==> config.mk <==
export PLATFORM = sky130hd
export DESIGN_NAME = jump_ctrl
export DESIGN_NICKNAME = d
export VERILOG_FILES = /design/src/rtl/jump_ctrl.sv
export SDC_FILE = /design/constraint.sdc
export NUM_CORES = 1
export LEC_CHECK = 0
export BUFFER_PORTS_ARGS = -buffer_cell sky130_fd_sc_hd__buf_4
export CAP_MARGIN = 15
export CORE_AREA = 5 5 82 84
export DETAILED_ROUTE_END_ITERATION = 16
export DIE_AREA = 0 0 87 89
export GPL_ROUTABILITY_DRIVEN = 0
export PLACE_DENSITY_LB_ADDON = 0.15
export SETUP_SLACK_MARGIN = 0.4
export SKIP_CTS_REPAIR_TIMING = 1
export SYNTH_ARGS = -nofsm -noshare
export SYNTH_HDL_FRONTEND = slang
export SYNTH_SLANG_ARGS = --single-unit
==> constraint.sdc <==
create_clock -name clk_machine -period 8.3 [get_ports clk_machine]
set_input_delay 0 -clock clk_machine [delete_from_list [all_inputs] [get_ports clk_machine]]
set_output_delay 0 -clock clk_machine [all_outputs]
set_load 0.005 [all_outputs]
==> src/rtl/jump_ctrl.sv <==
// Jump game controller: charge while the key is held, jump on release, score the landing.
// Optional `KEY_DEBOUNCE_EN adds a 65536-cycle stability filter after the key synchronizer.
module jump_ctrl #(
  parameter int TICK_DIV   = 524288,
  parameter int CHARGE_MAX = 63,
  parameter int JUMP_GAIN  = 4,
  parameter int STEP       = 8,
  parameter int TOL        = 6
) (
  input  logic       clk_machine,
  input  logic       rst_machine,
  input  logic       key_jump,
  input  logic       start,
  input  logic [7:0] target_dist,
  output logic [2:0] state,
  output logic [5:0] charge,
  output logic [7:0] man_pos,
  output logic [7:0] score,
  output logic       land_ok,
  output logic       game_over
);

  localparam logic [2:0] IDLE  = 3'd0;
  localparam logic [2:0] READY = 3'd1;
  localparam logic [2:0] LAND  = 3'd2;
  localparam logic [2:0] ACCU  = 3'd3;
  localparam logic [2:0] JUMP  = 3'd4;
  localparam logic [2:0] OVER  = 3'd5;

  localparam int         CW   = $clog2(TICK_DIV);
  localparam logic [5:0] CMAX = 6'(CHARGE_MAX);

  logic [2:0]    state_reg, state_next;
  logic [1:0]    sync_reg;
  logic          key;
  logic          key_prev_reg;
  logic [CW-1:0] div_reg;
  logic          tick;
  logic [5:0]    charge_reg;
  logic [7:0]    man_pos_reg, dist_reg, target_reg, score_reg;
  logic [15:0]   prod;
  logic [7:0]    dist_calc;
  logic [8:0]    pos_sum;
  logic [7:0]    pos_step;
  logic [7:0]    diff;
  logic          land_hit;
  logic          key_rise;

  always_ff @(posedge clk_machine or posedge rst_machine) begin
    if (rst_machine) sync_reg <= 2'b00;
    else             sync_reg <= {sync_reg[0], key_jump};
  end

`ifdef KEY_DEBOUNCE_EN
  logic        key_db_reg;
  logic [15:0] db_cnt_reg;

  // The filtered level only follows the synchronizer after it has disagreed for 65536 cycles.
  always_ff @(posedge clk_machine or posedge rst_machine) begin
    if (rst_machine) begin
      key_db_reg <= 1'b0;
      db_cnt_reg <= 16'd0;
    end else if (sync_reg[1] == key_db_reg) begin
      db_cnt_reg <= 16'd0;
    end else if (db_cnt_reg == 16'hFFFF) begin
      key_db_reg <= sync_reg[1];
      db_cnt_reg <= 16'd0;
    end else begin
      db_cnt_reg <= db_cnt_reg + 16'd1;
    end
  end

  assign key = key_db_reg;
`else
  assign key = sync_reg[1];
`endif

  always_ff @(posedge clk_machine or posedge rst_machine) begin
    if (rst_machine) begin
      div_reg      <= '0;
      key_prev_reg <= 1'b0;
    end else begin
      div_reg      <= tick ? '0 : div_reg + 1'b1;
      key_prev_reg <= key;
    end
  end

  assign tick     = (div_reg == CW'(TICK_DIV - 1));
  assign key_rise = key && !key_prev_reg;

  assign prod      = 16'(charge_reg) * 16'(JUMP_GAIN);
  assign dist_calc = (prod > 16'd255) ? 8'hFF : prod[7:0];
  // Nine-bit sum so a step past 255 clamps to dist instead of wrapping.
  assign pos_sum   = {1'b0, man_pos_reg} + 9'(STEP);
  assign pos_step  = (pos_sum > {1'b0, dist_reg}) ? dist_reg : pos_sum[7:0];
  assign diff      = (dist_reg >= target_reg) ? (dist_reg - target_reg) : (target_reg - dist_reg);
  assign land_hit  = ({1'b0, diff} <= 9'(TOL));

  always_ff @(posedge clk_machine or posedge rst_machine) begin
    if (rst_machine) state_reg <= IDLE;
    else             state_reg <= state_next;
  end

  always_comb begin
    state_next = state_reg;
    case (state_reg)
      IDLE:    if (start) state_next = READY;
      READY:   if (key_rise) state_next = ACCU;
      ACCU:    if (!key) state_next = JUMP;
      JUMP:    if (man_pos_reg == dist_reg) state_next = LAND;
      LAND:    state_next = land_hit ? READY : OVER;
      OVER:    if (start) state_next = IDLE;
      default: state_next = IDLE;
    endcase
  end

  always_ff @(posedge clk_machine or posedge rst_machine) begin
    if (rst_machine) begin
      charge_reg  <= 6'd0;
      man_pos_reg <= 8'd0;
      dist_reg    <= 8'd0;
      target_reg  <= 8'd0;
      score_reg   <= 8'd0;
    end else begin
      case (state_reg)
        IDLE: if (start) begin
          score_reg  <= 8'd0;
          charge_reg <= 6'd0;
        end
        READY: if (key_rise) charge_reg <= 6'd0;
        // Release wins over a coincident tick, so the last tick never adds charge.
        ACCU: if (!key) begin
          dist_reg    <= dist_calc;
          target_reg  <= target_dist;
          man_pos_reg <= 8'd0;
        end else if (tick && charge_reg < CMAX) begin
          charge_reg <= charge_reg + 6'd1;
        end
        JUMP: if (man_pos_reg != dist_reg && tick) man_pos_reg <= pos_step;
        LAND: if (land_hit) begin
          charge_reg <= 6'd0;
          if (score_reg != 8'hFF) score_reg <= score_reg + 8'd1;
        end
        default: ;
      endcase
    end
  end

  always_comb begin
    state     = state_reg;
    charge    = charge_reg;
    man_pos   = man_pos_reg;
    score     = score_reg;
    game_over = (state_reg == OVER);
    land_ok   = (state_reg == LAND) && land_hit;
  end

endmodule

# == Word level (Yosys, flattened, before mapping) ==
# Index checks and enable logic that the tools add are counted.
# op_classes
n_addsub,6
bitwise_logic,1
n_lt_le_gt_ge,5
mux,24
n_eq_ne,19
n_reduce_logical,14
# op_table
operator,count
8-bit 2-to-1 mux,8
8-bit case mux with 2 select lines,2
6-bit 2-to-1 mux,5
6-bit case mux with 4 select lines,1
"2-bit inequality test, second input constant",10
"19-bit by 1-bit adder with 19-bit output, second input constant",1
"19-bit equality test, second input constant",1
19-bit 2-to-1 mux,1
3-bit 2-to-1 mux,6
3-bit case mux with 6 select lines,1
8-bit subtractor,2
"8-bit by 4-bit adder with 9-bit output, second input constant",1
9-bit by 8-bit greater-than comparator with 1-bit output,1
"8-bit by 1-bit adder with 8-bit output, second input constant",1
8-bit equality test,1
8-bit greater-or-equal comparator,1
"8-bit greater-than comparator, second input constant",1
"8-bit by 3-bit less-or-equal comparator with 1-bit output, second input constant",1
8-bit inequality test,1
"8-bit inequality test, second input constant",1
"6-bit by 1-bit adder with 6-bit output, second input constant",1
"3-bit by 2-bit equality test with 1-bit output, second input constant",2
"3-bit equality test, second input constant",2
"6-bit less-than comparator, second input constant",1
12 further kinds,16
# totals
regBits,63
in_bits,12
wordCells,78

# == Logic depth before layout (Yosys ltp) ==
# depth
depth_word,5
mapped_depth,11
mapped_depth_nobuf,11

# == Worst setup path before layout ==
# Ideal clock, no wire load.
# synth_timing
path_type,register to register
start,reg dist_reg[3]
end,reg charge_reg[1] (netlist: charge[1])
stages_incl_launch_ff,10
t_arrival_ps,2487
slack_ps,5687
path_cell_list,dfrtp_1 -> inv_1 -> ha_1 -> nor2b_1 -> o21a_1 -> or4_4 -> a211oi_2 -> o21bai_1 -> a21boi_4 -> a221o_1
# synth_via
elab_chain_cells,5
# synth_rtl
element,line_no,rtl
"start, declared",40,"logic [7:0] man_pos_reg, dist_reg, target_reg, score_reg;"
"start signal, assigned",133,dist_reg <= dist_calc;
8-bit subtractor / 8-bit greater-or-equal comparator (equally long branches),96,assign diff = (dist_reg >= target_reg) ? (dist_reg - target_reg) : (target_reg - dist_reg);
8-bit 2-to-1 mux *,96,
8-bit by 3-bit less-or-equal comparator with 1-bit output *,97,"assign land_hit = ({1'b0, diff} <= 9'(TOL));"
2-bit inequality test (no source line) *,-,
6-bit AND reduction (no source line) *,-,
"end signal, assigned",137,charge_reg <= charge_reg + 6'd1;
"end, declared",39,logic [5:0] charge_reg;
# Mark *: on every way between the ends. The rest lies on a longest branch, timed or not.
# A chain may end at the register's enable or synchronous reset.

# == Worst setup path after layout ==
# layout_timing
start,reg dist_reg[3]
end,reg charge_reg[5] (netlist: charge[5])
# The elaborated chain is that of the path after synthesis.

==> flow_metrics.env <==
export IMPL_outcome="complete, no violations"
export IMPL_crit_slowest_cell="or4_4"
export IMPL_final_nets=473
export IMPL_worstHoldEndpoint="sync_reg[0]$_DFF_PP0_"
export IMPL_setup_violations=0
export IMPL_largest_register_ffs=19
export IMPL_ys_seq_area_share_pct=41.0
export IMPL_dp_hpwl_mm=5.70
export IMPL_drive_gt1_share_pct=14.7
export IMPL_drtIter0Drc=171
export IMPL_ys_flop_type="dfrtp_1"
export IMPL_cts_sinks=59
export IMPL_power_leakage_nw=2.04
export IMPL_cts_root_buf="clkbuf_8"
export IMPL_yosys_area_top_type_share_pct=41.0
export IMPL_antenna_cells=0
export IMPL_dr_pass1_iters=4
export IMPL_worstPathArrival_ns=3.14
export IMPL_rsz0062_at_grt="false"
export IMPL_io_pins=39
export IMPL_cp_start_kind="flip-flop"
export IMPL_post_route_period_util_pct=35.2
export IMPL_ir_drop_mv=0.186
export IMPL_worstSetupEndpointType="flip-flop"
export IMPL_cts_tree="yes"
export IMPL_final_cells=517
export IMPL_die_w_um=87
export IMPL_max_freq_mhz=343
export IMPL_wirelength_mm=8.31
export IMPL_antenna_found_initial=0
export IMPL_overflow=0
export IMPL_numCtsBuffers=9
export IMPL_grt_pass1_vias=2980
export IMPL_worstMarginPinSlew_ns=0.742
export IMPL_drc=0
export IMPL_cp_required_ns=8.52
export IMPL_viasPerCell=5.98
export IMPL_dr_wl_met2_mm=4.01
export IMPL_area_growth_pct=18.3
export IMPL_maxCapViolations=0
export IMPL_hold_path_startpoint="key_jump"
export IMPL_coreArea_mm2=0.00585
export IMPL_grt_max_degree=60
export IMPL_power_density_mw_per_mm2=236
export IMPL_wl_met1_mm=3.76
export IMPL_clock_skew_ns=0.0112
export IMPL_p_sw_w=0.000369
export IMPL_clockPowerShare_pct=29.8
export IMPL_path_class="flip-flop to flip-flop"
export IMPL_r2r_end="charge[5]$_DFFE_PP0P_"
export IMPL_portBuffers=36
export IMPL_synth_top_area_cell="dfrtp_1"
export IMPL_yosys_cell_count_top_type="dfrtp_1"
export IMPL_start_util_pct=61.6
export IMPL_seq_power_share_pct=35.2
export IMPL_final_antenna_net_count=0
export IMPL_combinationalPowerShare_pct=35.0
export IMPL_syn_inst=390
export IMPL_synth_seq_cells=59
export IMPL_slowest_delay_ns=0.48
export IMPL_htreeDepth=3
export IMPL_period_minus_slack_ns=2.92
export IMPL_hp_class="primary input to flip-flop"
export IMPL_nFillCells=444
export IMPL_clkLatencyLatePin_ns=0.35
export IMPL_reg2reg_depth=9
export IMPL_synth_edff_count=0
export IMPL_synthTopCellsByCount="59 x dfrtp_1, 32 x nand2_1, 30 x inv_1, 29 x o21ai_0, 24 x nor2_1"
export IMPL_clock_path_buffers=2
export IMPL_cts_clk_slew_worst_paths_ns=0.07
export IMPL_die_h_um=89
export IMPL_hold_viol=0
export IMPL_die_area_mm2=0.00774
export IMPL_grt_pass1_wl_mm=14.0
export IMPL_setup_tns_ns=0
export IMPL_slew_headroom_pct=50.5
export IMPL_r2r_start="dist_reg[3]$_DFFE_PP0P_"
export IMPL_synth_area_leaders="dfrtp_1 41%, ha_1 8.0%, o21ai_0 4.0%, xnor2_1 3.6%, nand2_1 3.3%"
export IMPL_internal_power_w=0.000637
export IMPL_wl_met3_um=369
export IMPL_crit_chain="inv_1, ha_1, nor2b_1, o21a_1, or4_4, a211oi_2, o21bai_1, a21boi_4, a221o_1"
export IMPL_topRoutingLayerUsed="met4"
export IMPL_place_inst=490
export IMPL_synthesis_area_mm2=0.00360
export IMPL_num_rows=28
export IMPL_grtUsageTotal_pct=23.0
export IMPL_route_vias_total=3091
export IMPL_slew_violations=0
export IMPL_netSwitchingFraction_pct=36.7
export IMPL_wire_per_inst_um=16.1
export IMPL_ys_warnings_count=0
export IMPL_reg2reg_slack_ns=5.38
export IMPL_avgSynthCellArea_um2=9.24
export IMPL_hold_path_cell_count=2
export IMPL_synth_distinct_cells=57
export IMPL_worstPathMaxFanout=6
export IMPL_synthArstFlopShare_pct=100
-- metal layers --
metal,GRT usage (%),up-vias
li1,-,1490
met1,30.3,1500
met2,37.6,84
met3,4.15,17
met4,9.35,0
met5,0,-
-- critical path: cells and delay by family (launching register included) --
kind,cells,cell delay (ns)
AOI/OAI and AO/OA,5,1.31
adders and majority gates,1,0.31
buffers and inverters,1,0.15
DFF,1,0.40
and+or+nand+nor,2,0.64
-- worst max-delay path by stage --
stage / from / end / cells after the start
3_5_place_dp: dist_reg[3]$_DFFE_PP0P_ / charge[5]$_DFFE_PP0P_ / 9
3_3_place_gp: dist_reg[3]$_DFFE_PP0P_ / charge[5]$_DFFE_PP0P_ / 9
6_report: dist_reg[3]$_DFFE_PP0P_ / charge[5]$_DFFE_PP0P_ / 9
4_1_cts: dist_reg[2]$_DFFE_PP0P_ / charge[5]$_DFFE_PP0P_ / 8
5_1_grt: dist_reg[2]$_DFFE_PP0P_ / score[7]$_DFFE_PP0P_ / 8
2_1_floorplan: dist_reg[3]$_DFFE_PP0P_ / charge[1]$_DFFE_PP0P_ / 9
-- kinds of logic (layout without fill, tap and decap cells) --
logic type      after synthesis  count (layout)  share of synthesized area (%)
xor+xnor                     24              24                           5.83
buf+inv                      44              95                           4.79
other cells                   1               2                          0.104
mux                           6               6                           1.67
compound gates               93              93                           18.0
simple gates                139             139                           20.1
flops                        59              59                           41.0
fa+ha+maj                    24              24                           8.54
-- through the flow --
| stage | setup slack, ns | util [%] | cell area [µm²] | power (W) | hold slack, ns |
|---|---|---|---|---|---|
| after global routing | 5.25 | 72.8 | 4260 | 0.00107 | 0.311 |
| after global placement | 5.53 | 67.1 | 3930 | 0.000693 | 0.111 |
| after detailed placement | 5.43 | 67.1 | 3930 | 0.000700 | 0.111 |
| after floorplan | 5.69 | - | 3610 | 0.000614 | 0.0314 |
| after CTS | 5.40 | 71.0 | 4150 | 0.00100 | -0.241 |
| final | 5.38 | 72.8 | 4260 | 0.00101 | 0.305 |
-- layout make-up --
class / count / area (µm²) / share of cell area [%]
Clock buffer: 9 / 124 / 2.91
Clock inverter: 7 / 101 / 2.38
Inverter: 30 / 113 / 2.64
Multi-Input combinational cell: 288 / 1960 / 45.9
Sequential cell: 59 / 1480 / 34.6
Tap cell: 75 / 93.8 / 2.20
Timing Repair Buffer: 49 / 395 / 9.28
-- cells in the final DEF (no fill, tap or decap), types with 11 or more instances in the layout --
cell type      count
inv_1             29
nand2_1           32
nand3_1           19
nor2_1            24
ha_1              23
o21ai_0           29
buf_4             38
dfrtp_1           59
and3_1            16
a21oi_1           13
xnor2_1           15
dlygate4sd3_1     11
-- power groups by stage --
stage | Combinational (W) | Sequential [W] | Clock [W]
after floorplan | 0.000275 | 0.000340 | 0
after global placement | 0.000336 | 0.000358 | 0
after detailed placement | 0.000342 | 0.000358 | 0
after CTS | 0.000345 | 0.000353 | 0.000302
after global routing | 0.000393 | 0.000359 | 0.000315
final | 0.000352 | 0.000354 | 0.000300
No activity file was read; power rests on OpenSTA's default activity.
